### src/rtl/hbm_health_monitor.sv
// rtl/hbm_health_monitor.sv - per-device HBM calibration and thermal health monitor
// The optional debounced temperature warning is built only when HBM_HEALTH_TEMP_WARN_EN is defined.
module hbm_health_monitor #(
  parameter int unsigned NUM_DEV         = 2,
  parameter logic [31:0] CAL_TIMEOUT_CYC = 32'd50_000_000,
  parameter logic [2:0]  TEMP_WARN_LVL   = 3'd4,
  parameter logic [15:0] TEMP_DEBOUNCE   = 16'd1024
) (
  input  logic               clk,
  input  logic               reset,
  input  logic [NUM_DEV-1:0] cal_success,
  input  logic [NUM_DEV-1:0] cal_fail,
  input  logic [NUM_DEV-1:0] cattrip,
  input  logic [2:0]         temp [NUM_DEV],
  input  logic [NUM_DEV-1:0] clear_fault,
  output logic [NUM_DEV-1:0] dev_ready,
  output logic [NUM_DEV-1:0] dev_fault,
  output logic [1:0]         fault_code [NUM_DEV],
  output logic [NUM_DEV-1:0] temp_warn,
  output logic               irq
);

  typedef enum logic [1:0] {
    ST_CAL_WAIT = 2'd0,
    ST_READY    = 2'd1,
    ST_FAULT    = 2'd2
  } state_e;

  logic [NUM_DEV-1:0] succ_m_q, succ_s_q;
  logic [NUM_DEV-1:0] fail_m_q, fail_s_q;
  logic [NUM_DEV-1:0] trip_m_q, trip_s_q;

  always_ff @(posedge clk or posedge reset) begin
    if (reset) begin
      succ_m_q <= '0;
      succ_s_q <= '0;
      fail_m_q <= '0;
      fail_s_q <= '0;
      trip_m_q <= '0;
      trip_s_q <= '0;
    end else begin
      succ_m_q <= cal_success;
      succ_s_q <= succ_m_q;
      fail_m_q <= cal_fail;
      fail_s_q <= fail_m_q;
      trip_m_q <= cattrip;
      trip_s_q <= trip_m_q;
    end
  end

  for (genvar d = 0; d < NUM_DEV; d++) begin : g_dev
    state_e      state_q, state_d;
    logic [31:0] cnt_q, cnt_d;
    logic [1:0]  code_q, code_d;

    // Fault causes are checked in priority order; the code is latched only on FAULT entry.
    always_comb begin
      state_d = state_q;
      cnt_d   = '0;
      code_d  = code_q;
      unique case (state_q)
        ST_CAL_WAIT: begin
          cnt_d = (cnt_q == CAL_TIMEOUT_CYC) ? cnt_q : cnt_q + 32'd1;
          if (trip_s_q[d]) begin
            state_d = ST_FAULT;
            code_d  = 2'd3;
          end else if (fail_s_q[d]) begin
            state_d = ST_FAULT;
            code_d  = 2'd1;
          end else if (succ_s_q[d]) begin
            state_d = ST_READY;
          end else if (cnt_q == CAL_TIMEOUT_CYC) begin
            state_d = ST_FAULT;
            code_d  = 2'd2;
          end
        end
        ST_READY: begin
          if (trip_s_q[d]) begin
            state_d = ST_FAULT;
            code_d  = 2'd3;
          end else if (fail_s_q[d] || !succ_s_q[d]) begin
            state_d = ST_FAULT;
            code_d  = 2'd1;
          end
        end
        ST_FAULT: begin
          if (clear_fault[d] && !trip_s_q[d]) begin
            state_d = ST_CAL_WAIT;
            code_d  = 2'd0;
          end
        end
        default: begin
          state_d = ST_CAL_WAIT;
          code_d  = 2'd0;
        end
      endcase
    end

    always_ff @(posedge clk or posedge reset) begin
      if (reset) begin
        state_q <= ST_CAL_WAIT;
        cnt_q   <= '0;
        code_q  <= '0;
      end else begin
        state_q <= state_d;
        cnt_q   <= cnt_d;
        code_q  <= code_d;
      end
    end

    assign dev_ready[d]  = (state_q == ST_READY);
    assign dev_fault[d]  = (state_q == ST_FAULT);
    assign fault_code[d] = code_q;

`ifdef HBM_HEALTH_TEMP_WARN_EN
    logic [2:0]  temp_m_q, temp_s_q;
    logic [15:0] deb_q, deb_d;

    always_comb begin
      deb_d = '0;
      if (temp_s_q >= TEMP_WARN_LVL) begin
        deb_d = (deb_q == TEMP_DEBOUNCE) ? deb_q : deb_q + 16'd1;
      end
    end

    always_ff @(posedge clk or posedge reset) begin
      if (reset) begin
        temp_m_q <= '0;
        temp_s_q <= '0;
        deb_q    <= '0;
      end else begin
        temp_m_q <= temp[d];
        temp_s_q <= temp_m_q;
        deb_q    <= deb_d;
      end
    end

    assign temp_warn[d] = (deb_q == TEMP_DEBOUNCE);
`else
    logic unused_temp;
    assign unused_temp  = ^temp[d];
    assign temp_warn[d] = 1'b0;
`endif
  end

  // Edge detection against delayed copies so reset exit never looks like a new event.
  logic [NUM_DEV-1:0] fault_dly_q;
  logic               irq_q, irq_d;

`ifdef HBM_HEALTH_TEMP_WARN_EN
  logic [NUM_DEV-1:0] warn_dly_q;

  always_ff @(posedge clk or posedge reset) begin
    if (reset) begin
      warn_dly_q <= '0;
    end else begin
      warn_dly_q <= temp_warn;
    end
  end

  assign irq_d = (|(dev_fault & ~fault_dly_q)) | (|(temp_warn & ~warn_dly_q));
`else
  assign irq_d = |(dev_fault & ~fault_dly_q);
`endif

  always_ff @(posedge clk or posedge reset) begin
    if (reset) begin
      fault_dly_q <= '0;
      irq_q       <= 1'b0;
    end else begin
      fault_dly_q <= dev_fault;
      irq_q       <= irq_d;
    end
  end

  assign irq = irq_q;

endmodule

### config.mk
export PLATFORM = sky130hd
export DESIGN_NAME = hbm_health_monitor
export DESIGN_NICKNAME = d
export VERILOG_FILES = /design/src/rtl/hbm_health_monitor.sv
export SDC_FILE = /design/constraint.sdc
export NUM_CORES = 1
export LEC_CHECK = 0
export BUFFER_PORTS_ARGS = -buffer_cell sky130_fd_sc_hd__buf_4
export CAP_MARGIN = 20
export CELL_PAD_IN_SITES_DETAIL_PLACEMENT = 2
export CELL_PAD_IN_SITES_GLOBAL_PLACEMENT = 2
export CORE_MARGIN = 4
export CORE_UTILIZATION = 40
export DETAILED_ROUTE_END_ITERATION = 10
export PLACE_DENSITY = 0.77
export SETUP_SLACK_MARGIN = 0.05
export SYNTH_ARGS = -nofsm -noshare
export SYNTH_HDL_FRONTEND = slang
export SYNTH_SLANG_ARGS = --single-unit
export TNS_END_PERCENT = 5
### constraint.sdc
create_clock -name clk -period 8.1 [get_ports clk]
set_clock_uncertainty 0.05 [all_clocks]
set_input_delay 0.81 -clock clk [delete_from_list [all_inputs] [get_ports clk]]
set_output_delay 0.81 -clock clk [all_outputs]
set_load 0.02 [all_outputs]
==> flow_metrics.env, run 1 <==
export IMPL_cts_tree="done"
export IMPL_areaGrowthSynthToFinish_pct=10.5
export IMPL_placedCellCount=574
export IMPL_clock_fmax_ghz=0.406
export IMPL_final_area_sq_um=4760
export IMPL_track_usage_pct=18.5
export IMPL_cts_root_buf="clkbuf_8"
export IMPL_drive_gt1_share_pct=12.6
export IMPL_clk_latency_ps=380
export IMPL_slew_violations=0
export IMPL_critical_path_required_ps=8300
export IMPL_numCtsBuffers=9
export IMPL_cts_resized=0
export IMPL_placed_area_sq_um=4540
export IMPL_cp_max_fo=7
export IMPL_grt_max_degree=46
export IMPL_yosysTopAreaCell="dfrtp_1"
export IMPL_vias=3252
export IMPL_dpl_worst_slack_ps=5650
export IMPL_multi_input_area_sq_um=2000
export IMPL_ys_seq_elements=87
export IMPL_overflow=0
export IMPL_floorplan_die_height_um=112
export IMPL_end_kind="flop"
export IMPL_finalSetupViolCount=0
export IMPL_relSlewSlack_pct=48.0
export IMPL_r2r_slack_ps=5640
export IMPL_netlist_top_cells_area="dfrtp_1 51%, xnor2_1 5.9%, nor2_1 5.5%"
export IMPL_hold_path_class="flop to flop"
export IMPL_postRouteAntennaNets=0
export IMPL_start_kind="flop"
export IMPL_antenna_found_initial=0
export IMPL_period_share_pct=30.4
export IMPL_fill_cells=1122
export IMPL_grt_setup_unrepaired="false"
export IMPL_r2r_end="g_dev[1].cnt_q[18]$_DFFE_PP0P_"
export IMPL_clkTransAtPathRegs_ps=100
export IMPL_timing_rr_start="g_dev[1].cnt_q[1]$_DFFE_PP0P_"
export IMPL_cts_hold_buf=0
export IMPL_start_util_pct=41.3
export IMPL_fp_dieW_um=112
export IMPL_ys_warnings_count=0
export IMPL_yosysMostFrequentCell="dfrtp_1"
export IMPL_grt_pass1_vias=3691
export IMPL_vias_per_cell=5.51
export IMPL_clock_sinks=87
export IMPL_grt_first_pass_wirelength_um=18600
export IMPL_netlist_area_sq_um=4300
export IMPL_hold_path_depth=0
export IMPL_boundaryPins=27
export IMPL_holdCritStartpoint="trip_m_q[0]$_DFF_PP0_"
export IMPL_async_flop_share_pct=100
export IMPL_ys_top_cells_by_count="87 x dfrtp_1, 63 x nor2_1, 29 x xnor2_1"
export IMPL_status="complete, no violations"
export IMPL_cts_max_path_buffers=2
export IMPL_power_density_nw_per_um2=185
export IMPL_synth_edf_count=0
export IMPL_fin_cells=590
export IMPL_min_to="trip_s_q[0]$_DFF_PP0_"
export IMPL_fin_nets=469
export IMPL_coreArea_sq_um=10400
export IMPL_worst_pin_slew_ps=773
export IMPL_dp_hpwl_um=7140
export IMPL_fin_tns_setup_ps=0
export IMPL_gp_congestion=0.759
export IMPL_dieArea_sq_um=12500
export IMPL_cts_setup_buffers=0
export IMPL_htree_num_levels=3
export IMPL_synth_top_area_share_pct=50.6
export IMPL_synth_ff_type="dfrtp_1"
export IMPL_power_leakage_nw=1.88
export IMPL_n_antenna_cell=0
export IMPL_avgSynthCellArea_sq_um=9.92
export IMPL_final_hold_viol_count=0
export IMPL_synthDistinctLibCells=55
export IMPL_dr_pass1_iters=4
export IMPL_arrival_ps=2660
export IMPL_num_rows=37
export IMPL_ff2ff_path_depth=6
export IMPL_drc=0
export IMPL_drt_wl_total_um=10500
export IMPL_final_seq_area_sq_um=2180
export IMPL_drtIter0Drc=98
export IMPL_peakVddDrop_uv=127
export IMPL_min_period_ps=2460
export IMPL_synth_seq_area_share_pct=50.6
export IMPL_portBuffers=18
export IMPL_drv_cap=0
export IMPL_syn_inst=434
export IMPL_setup_slack_ps=5640
export IMPL_critPathKind="flop to flop"
export IMPL_routedWlPerCell_um=17.8
## cell type report
type                            instances  area share [%]
Tap cell                              136            3.58
Multi-Input combinational cell        318            42.1
Clock inverter                          6            1.58
Sequential cell                        87            45.8
Inverter                               14            1.13
Clock buffer                           10            2.89
Timing Repair Buffer                   19            3.00
## power breakdown
part,internal [mW],leakage [nW],switching [mW]
Sequential,0.449,1.16,0.0133
Clock,0.156,0.105,0.173
Combinational,0.0311,0.608,0.0576
## critical path, cell delays in order (launching register included)
cell	delay, ps
dfrtp_1	430
ha_1	300
nand3_1	340
nor4_1	780
and2b_1	240
xnor2_1	130
nor2_1	60
## flip-flops by register name (all words and copies together) (netlist names)
signal and flops:
trip_s_q 2, g_dev.state_q 4, succ_m_q 2, fault_dly_q 2, g_dev.code_q 4, trip_m_q 2, irq 1, succ_s_q 2
g_dev.cnt_q 64, fail_s_q 2, fail_m_q 2
## kinds of logic after synthesis
kind of cell / after synthesis / synth area share [%]
flip-flops: 87 / 50.6
other: 1 / 0.0871
adder cells (fa/ha/maj): 4 / 1.16
AND/OR/NAND/NOR: 222 / 29.5
buffers and inverters: 30 / 3.02
AO/OA/AOI/OAI: 39 / 5.17
multiplexers: 4 / 0.930
XOR/XNOR: 47 / 9.56
## stage by stage
stage | hold slack (ps) | power (mW) | util (%)
floorplan | 281 | 0.527 | -
global placement | 282 | 0.557 | 43.6
detailed placement | 291 | 0.563 | 43.6
CTS | 315 | 0.900 | 45.7
global route | 329 | 0.929 | 45.7
finish | 311 | 0.881 | 45.7
## routing by layer
layer,up-vias,track usage [%],share of wire (%)
li1,1541,-,-
met1,1679,21.0,43
met2,20,33.9,54
met3,12,5.71,2.5
met4,0,4.38,1.2
met5,-,0,0
## cells in the final DEF (no fill, tap or decap), types with 4 or more instances in the layout
cell type,Yosys,final
clkbuf_8,0,10
nor2_1,63,63
nor2b_1,5,5
nor4_1,14,14
xor2_1,18,18
nand2b_1,4,4
nor4b_1,8,8
and3_1,5,5
o21ai_0,13,13
ha_1,4,4
buf_4,2,19
nand4_1,17,17
dfrtp_1,87,87
nor3_1,10,10
mux2i_1,4,4
or3_1,11,11
and4_1,7,7
nand2_1,24,24
xnor2_1,29,29
a21oi_1,17,17
inv_1,14,13
nand3_1,23,23
## worst max-delay path by stage
stage,startpoint,end
2_1_floorplan,reset,fail_m_q[0]$_DFF_PP0_
3_3_place_gp,g_dev[1].cnt_q[1]$_DFFE_PP0P_,g_dev[1].cnt_q[14]$_DFFE_PP0P_
3_5_place_dp,g_dev[1].cnt_q[1]$_DFFE_PP0P_,g_dev[1].cnt_q[18]$_DFFE_PP0P_
4_1_cts,g_dev[1].cnt_q[1]$_DFFE_PP0P_,g_dev[1].cnt_q[18]$_DFFE_PP0P_
5_1_grt,g_dev[1].cnt_q[1]$_DFFE_PP0P_,g_dev[1].cnt_q[14]$_DFFE_PP0P_
6_report,g_dev[1].cnt_q[1]$_DFFE_PP0P_,g_dev[1].cnt_q[18]$_DFFE_PP0P_
(Power assumes the default switching activity.)
==> run 2: changes to the inputs <==
--- a/config.mk
+++ b/config.mk
@@ -10,9 +10,9 @@
 export CELL_PAD_IN_SITES_DETAIL_PLACEMENT = 2
 export CELL_PAD_IN_SITES_GLOBAL_PLACEMENT = 2
 export CORE_MARGIN = 4
-export CORE_UTILIZATION = 40
+export CORE_UTILIZATION = 39
 export DETAILED_ROUTE_END_ITERATION = 10
-export PLACE_DENSITY = 0.77
+export PLACE_DENSITY = 0.75
 export SETUP_SLACK_MARGIN = 0.05
 export SYNTH_ARGS = -nofsm -noshare
 export SYNTH_HDL_FRONTEND = slang
==> constraint.sdc (replaced) <==
create_clock -name clk -period 2.6 [get_ports clk]
set_clock_uncertainty 0.05 [all_clocks]
set_input_delay 0.26 -clock clk [delete_from_list [all_inputs] [get_ports clk]]
set_output_delay 0.26 -clock clk [all_outputs]
set_load 0.02 [all_outputs]
==> run 2 against run 1 <==
  * Core utilization shrank 0.85 points
  * Sequential share of layout area decreased by 0.95 points
  * Maximum frequency rose by 9.5%
  * First-iteration DRC count is 14% higher
  * Final cell count increased by 2.9%
  * Sequential power grew to 3.1 times the previous value
  * Via count rose by 1.9%
  * Global-route usage rose by 0.10 points
  * Non-clock buffer count increased by 13
  * Routed wire length up 4.0%
  * Largest cell class unchanged
==> flow_metrics.env, run 2 (synthesis results as in run 1) <==
export IMPL_min_period_ps=2250
export IMPL_vias_per_cell=5.46
export IMPL_fin_tns_setup_ps=0
export IMPL_power_leakage_nw=1.92
export IMPL_htree_num_levels=3
export IMPL_dp_hpwl_um=7460
export IMPL_drive_gt1_share_pct=13.5
export IMPL_drtIter0Drc=112
export IMPL_power_density_nw_per_um2=542
export IMPL_multi_input_area_sq_um=2000
export IMPL_overflow=0
export IMPL_final_hold_viol_count=0
export IMPL_areaGrowthSynthToFinish_pct=12.9
export IMPL_drv_cap=0
export IMPL_dr_pass1_iters=4
export IMPL_clock_sinks=87
export IMPL_dieArea_sq_um=12800
export IMPL_final_seq_area_sq_um=2180
export IMPL_slowest_delay_ps=510
export IMPL_floorplan_die_height_um=113
export IMPL_vias=3313
export IMPL_critPathKind="flop to flop"
export IMPL_numCtsBuffers=9
export IMPL_end_kind="flop"
export IMPL_start_util_pct=39.7
export IMPL_hold_path_class="input pin to flop"
export IMPL_clock_fmax_ghz=0.444
export IMPL_postRouteAntennaNets=0
export IMPL_cts_tree="done"
export IMPL_finalSetupViolCount=0
export IMPL_coreArea_sq_um=10800
export IMPL_largest_reg_flops=64
export IMPL_routedWlPerCell_um=18.0
export IMPL_drc=0
export IMPL_n_antenna_cell=0
export IMPL_grt_max_degree=38
export IMPL_critical_path_required_ps=2780
export IMPL_fill_cells=1179
export IMPL_grt_setup_unrepaired="false"
export IMPL_grt_pass1_vias=3721
export IMPL_boundaryPins=27
export IMPL_arrival_ps=2430
export IMPL_top_register="g_dev.cnt_q"
export IMPL_num_rows=38
export IMPL_cts_max_path_buffers=2
export IMPL_cp_max_fo=6
export IMPL_final_common_cell="dfrtp_1"
export IMPL_final_cell_mix="87 x dfrtp_1, 63 x nor2_1, 29 x xnor2_1"
export IMPL_fp_dieW_um=113
export IMPL_track_usage_pct=18.6
export IMPL_drt_wl_total_um=10900
export IMPL_worst_pin_slew_ps=691
export IMPL_portBuffers=18
export IMPL_final_util_pct=44.8
export IMPL_status="complete, no violations"
export IMPL_crit_chain="inv_1 > ha_1 > nor4b_1 > nand4_1 > nor4_4 > mux2i_1 > nor2_1"
export IMPL_antenna_found_initial=0
export IMPL_relSlewSlack_pct=53.5
export IMPL_cts_resized=0
export IMPL_largestRegisters="g_dev.cnt_q: 64 flops, g_dev.code_q: 4 flops, g_dev.state_q: 4 flops"
export IMPL_slew_violations=0
export IMPL_placedCellCount=584
export IMPL_peakVddDrop_uv=268
export IMPL_cts_root_buf="clkbuf_8"
export IMPL_fin_cells=607
export IMPL_grt_first_pass_wirelength_um=19000
export IMPL_start_kind="flop"
export IMPL_period_share_pct=86.5
export IMPL_clkTransAtPathRegs_ps=100
export IMPL_gp_congestion=0.745
export IMPL_fin_nets=482
export IMPL_crit_slowest_cell="nor4_4"
export IMPL_clk_latency_ps=370
==> run 2: cell types whose count changed in the layout (fill, tap and decap cells not counted), sizes merged <==
cell	delta
buf	+6
clkinvlp	+2
clkbuf	-1
dlygate4sd3	+7
bufinv	-1
==> run 2: worst max-delay path, delay by kind of cell (launching register included) <==
kind | cells | cell delay, ps
buf+inv | 1 | 120
flops | 1 | 450
mux | 1 | 270
fa+ha+maj | 1 | 140
simple gates | 4 | 1080
==> run 2: metrics by stage <==
stage,hold slack (ps),cell area [sq um],power (mW),setup WS [ps]
6_report,215,4860,2.63,350
5_1_grt,231,4860,2.78,227
4_1_cts,200,4860,2.67,305
3_5_place_dp,289,4610,1.76,348
3_3_place_gp,283,4610,1.74,439
2_1_floorplan,241,4310,1.64,641
==> run 2: timing repair <==
| action | CTS | global route |
|---|---|---|
| hold endpoints to repair | 29 | 0 |
| buffers inserted | 0 | 0 |
| hold buffers | 7 | 0 |
==> run 2: power breakdown <==
| part | leakage, nW | total [mW] | internal, mW | switching (mW) |
|---|---|---|---|---|
| registers | 1.16 | 1.44 | 1.40 | 0.0431 |
| clock network | 0.0866 | 0.900 | 0.357 | 0.542 |
| logic | 0.668 | 0.289 | 0.108 | 0.180 |
| total | 1.92 | 2.63 | 1.87 | 0.766 |
==> run 2: final cells by class <==
cell class	instances	share of cell area, %
clock buffer	9	2.55
multi-input combinational	318	41.2
tap	140	3.61
clock inverter	7	1.13
timing repair buffer	32	5.56
sequential	87	44.8
inverter	14	1.16
==> run 2: routing by layer <==
metal	track usage [%]	wire length, um	part of all wire [%]	vias to the layer above
met2	33.7	5840	53	25
met1	22.8	4780	44	1707
met5	0	0	0	-
met4	6.49	121	1.1	0
li1	-	-	-	1572
met3	2.25	185	1.7	9
==> run 2: path summary, 6_finish.rpt <==
| kind | startpoint | endpoint | slack (ps) | depth (start not counted) |
|---|---|---|---|---|
| max in group asynchronous | reset | g_dev[0].cnt_q[4]$_DFFE_PP0P_ | 1280 | 4 |
| min in group asynchronous | reset | g_dev[0].cnt_q[2]$_DFFE_PP0P_ | 460 | 3 |
| setup / recovery | g_dev[1].cnt_q[0]$_DFFE_PP0P_ | g_dev[1].cnt_q[1]$_DFFE_PP0P_ | 350 | 7 |
| setup reg to reg | g_dev[1].cnt_q[0]$_DFFE_PP0P_ | g_dev[1].cnt_q[1]$_DFFE_PP0P_ | 350 | 7 |
| hold / removal | clear_fault[0] | g_dev[0].state_q[1]$_DFFE_PP0P_ | 220 | 4 |
| hold reg to reg | fail_m_q[0]$_DFF_PP0_ | fail_s_q[0]$_DFF_PP0_ | 320 | 0 |
==> run 3: changes to the inputs <==
--- a/config.mk
+++ b/config.mk
@@ -10,9 +10,10 @@
 export CELL_PAD_IN_SITES_DETAIL_PLACEMENT = 2
 export CELL_PAD_IN_SITES_GLOBAL_PLACEMENT = 2
 export CORE_MARGIN = 4
-export CORE_UTILIZATION = 39
+export CORE_UTILIZATION = 35
+export CTS_CLUSTER_DIAMETER = 60
 export DETAILED_ROUTE_END_ITERATION = 10
-export PLACE_DENSITY = 0.75
+export PLACE_DENSITY = 0.71
 export SETUP_SLACK_MARGIN = 0.05
 export SYNTH_ARGS = -nofsm -noshare
 export SYNTH_HDL_FRONTEND = slang
==> constraint.sdc (replaced) <==
create_clock -name clk -period 2 [get_ports clk]
set_clock_uncertainty 0.05 [all_clocks]
set_input_delay 0.2 -clock clk [delete_from_list [all_inputs] [get_ports clk]]
set_output_delay 0.2 -clock clk [all_outputs]
set_load 0.02 [all_outputs]
==> run 3 against run 2 <==
  * Non-clock buffer count rose by 33
  * Setup slack got worse by 280 ps
  * Hold slack got worse by 33 ps
  * Clock power rose by 94%
  * Combinational power rose by 43%
  * Count of clock-buffer cells in the layout rose by 1
  * Critical path type unchanged
  * Critical endpoint is now g_dev[1].code_q[0]$_DFFE_PP0P_
  * Highest routed layer unchanged
==> flow_metrics.env, run 3 (synthesis results as in run 1) <==
export IMPL_status="complete, no violations"
export IMPL_critical_path_required_ps=2180
export IMPL_crit_chain="nor4_4 > buf_4 > nand4_1 > nor4_4 > buf_4 > nor2_2 > o22a_1"
export IMPL_grt_max_degree=33
export IMPL_arrival_ps=2110
export IMPL_grt_pass1_vias=3932
export IMPL_portBuffers=18
export IMPL_postRouteAntennaNets=0
export IMPL_fin_nets=515
export IMPL_timing_rr_start="g_dev[1].cnt_q[30]$_DFFE_PP0P_"
export IMPL_crit_family="simple AND/OR/NAND/NOR gates"
export IMPL_clock_sinks=87
export IMPL_coreArea_sq_um=12000
export IMPL_gp_congestion=0.742
export IMPL_n_antenna_cell=0
export IMPL_critPathKind="flop to flop"
export IMPL_drt_wl_total_um=11400
export IMPL_start_kind="flop"
export IMPL_cp_max_fo=6
export IMPL_vias=3431
export IMPL_p_total_mw=4.04
export IMPL_dr_pass1_iters=4
export IMPL_grt_first_pass_wirelength_um=20100
export IMPL_finalSetupViolCount=0
export IMPL_dp_hpwl_um=7920
export IMPL_critPathLaunch="g_dev[1].cnt_q[30]$_DFFE_PP0P_"
export IMPL_min_period_ps=1930
export IMPL_power_density_nw_per_um2=751
export IMPL_r2r_end="g_dev[1].code_q[0]$_DFFE_PP0P_"
export IMPL_fp_dieW_um=119
export IMPL_cts_max_path_buffers=2
export IMPL_largest_reg_flops=64
export IMPL_num_rows=40
export IMPL_final_cell_mix="77 x dfrtp_1, 62 x nor2_1, 54 x buf_4"
export IMPL_crit_slowest_cell="dfrtp_2"
export IMPL_dpl_worst_slack_ps=-14.4
export IMPL_ff2ff_path_depth=7
export IMPL_slowest_delay_ps=450
export IMPL_relSlewSlack_pct=53.4
export IMPL_power_leakage_nw=2.17
export IMPL_track_usage_pct=17.6
export IMPL_overflow=0
export IMPL_endpoint="g_dev[1].code_q[0]$_DFFE_PP0P_"
export IMPL_placed_area_sq_um=4900
export IMPL_routedWlPerCell_um=17.6
export IMPL_clock_fmax_ghz=0.519
export IMPL_peakVddDrop_uv=514
export IMPL_hold_path_class="input pin to flop"
export IMPL_grt_setup_unrepaired="true"
export IMPL_final_area_sq_um=5380
export IMPL_period_share_pct=96.3
export IMPL_largestRegisters="g_dev.cnt_q: 64 flops, g_dev.code_q: 4 flops, g_dev.state_q: 4 flops"
export IMPL_vias_per_cell=5.30
export IMPL_whs_ps=182
export IMPL_boundaryPins=27
export IMPL_numCtsBuffers=9
export IMPL_drc=0
export IMPL_top_register="g_dev.cnt_q"
export IMPL_drive_gt1_share_pct=24.4
export IMPL_worst_path_buf_inv=2
export IMPL_setup_slack_ps=74.6
export IMPL_cts_root_buf="clkbuf_16"
export IMPL_dieArea_sq_um=14100
export IMPL_clkTransAtPathRegs_ps=70
export IMPL_worst_pin_slew_ps=697
export IMPL_drtIter0Drc=102
export IMPL_final_common_cell="dfrtp_1"
export IMPL_clk_latency_ps=350
export IMPL_crit_cells=7
export IMPL_cts_setup_buffers=0
export IMPL_antenna_found_initial=0
export IMPL_final_hold_viol_count=0
export IMPL_areaGrowthSynthToFinish_pct=24.9
export IMPL_start_util_pct=35.8
export IMPL_htree_num_levels=3
export IMPL_cts_tree="done"
export IMPL_r2r_slack_ps=70
export IMPL_floorplan_die_height_um=119
export IMPL_slew_violations=0
export IMPL_drv_cap=0
export IMPL_end_kind="flop"
-- run 3: area by class of cell --
class	instances	area [sq um]
Clock buffer	10	229
Fill cell	1257	6640
Tap cell	147	184
Multi-Input combinational cell	318	2090
Inverter	14	56.3
Sequential cell	87	2190
Clock inverter	6	76.3
Timing Repair Buffer	65	556
-- run 3: per-stage QoR --
step	cells	TNS, ps	utilization [%]
final	647	0	44.8
after global routing	647	-112	44.8
after CTS	647	0	44.2
after detailed placement	624	-14.4	40.8
after global placement	624	0	40.8
after floorplan	435	0	-
-- run 3: worst min path at each step --
stage | start | to | slack (ps) | cells past startpoint
after floorplan | cal_fail[0] | fail_m_q[0]$_DFF_PP0_ | 180 | 0
after global placement | cattrip[0] | trip_m_q[0]$_DFF_PP0_ | 260 | 1
after detailed placement | cal_fail[0] | fail_m_q[0]$_DFF_PP0_ | 260 | 1
after CTS | clear_fault[0] | g_dev[0].state_q[1]$_DFFE_PP0P_ | 170 | 4
after global routing | clear_fault[0] | g_dev[0].state_q[1]$_DFFE_PP0P_ | 200 | 4
final | clear_fault[0] | g_dev[0].state_q[1]$_DFFE_PP0P_ | 180 | 4
-- run 3: routing by layer --
layer  global-route usage (%)  share of wire [%]  up-vias
met5                        0                  0        -
met3                     4.99                2.3        9
li1                         -                  -     1637
met2                     33.1                 56       26
met1                     19.8                 41     1759
met4                     3.62                1.3        0
-- run 3: where the power goes --
part	switching, mW	internal [mW]
registers	0.0503	1.82
logic	0.244	0.169
clock network	0.761	0.992
total	1.05	2.98
-- run 3: tightest hold or removal path, cell delays in order --
cell,delay (ps)
buf_4,80
a21oi_1,90
nor2b_1,130
nor3_1,50
-- run 3: repair_timing --
item / CTS / global route
pin swaps: 1 / 1
hold endpoints to repair: 30 / 0
cloned: 0 / 0
setup endpoints to repair: 8 / 15
resized for setup: 10 / 21
hold buffers: 7 / 0
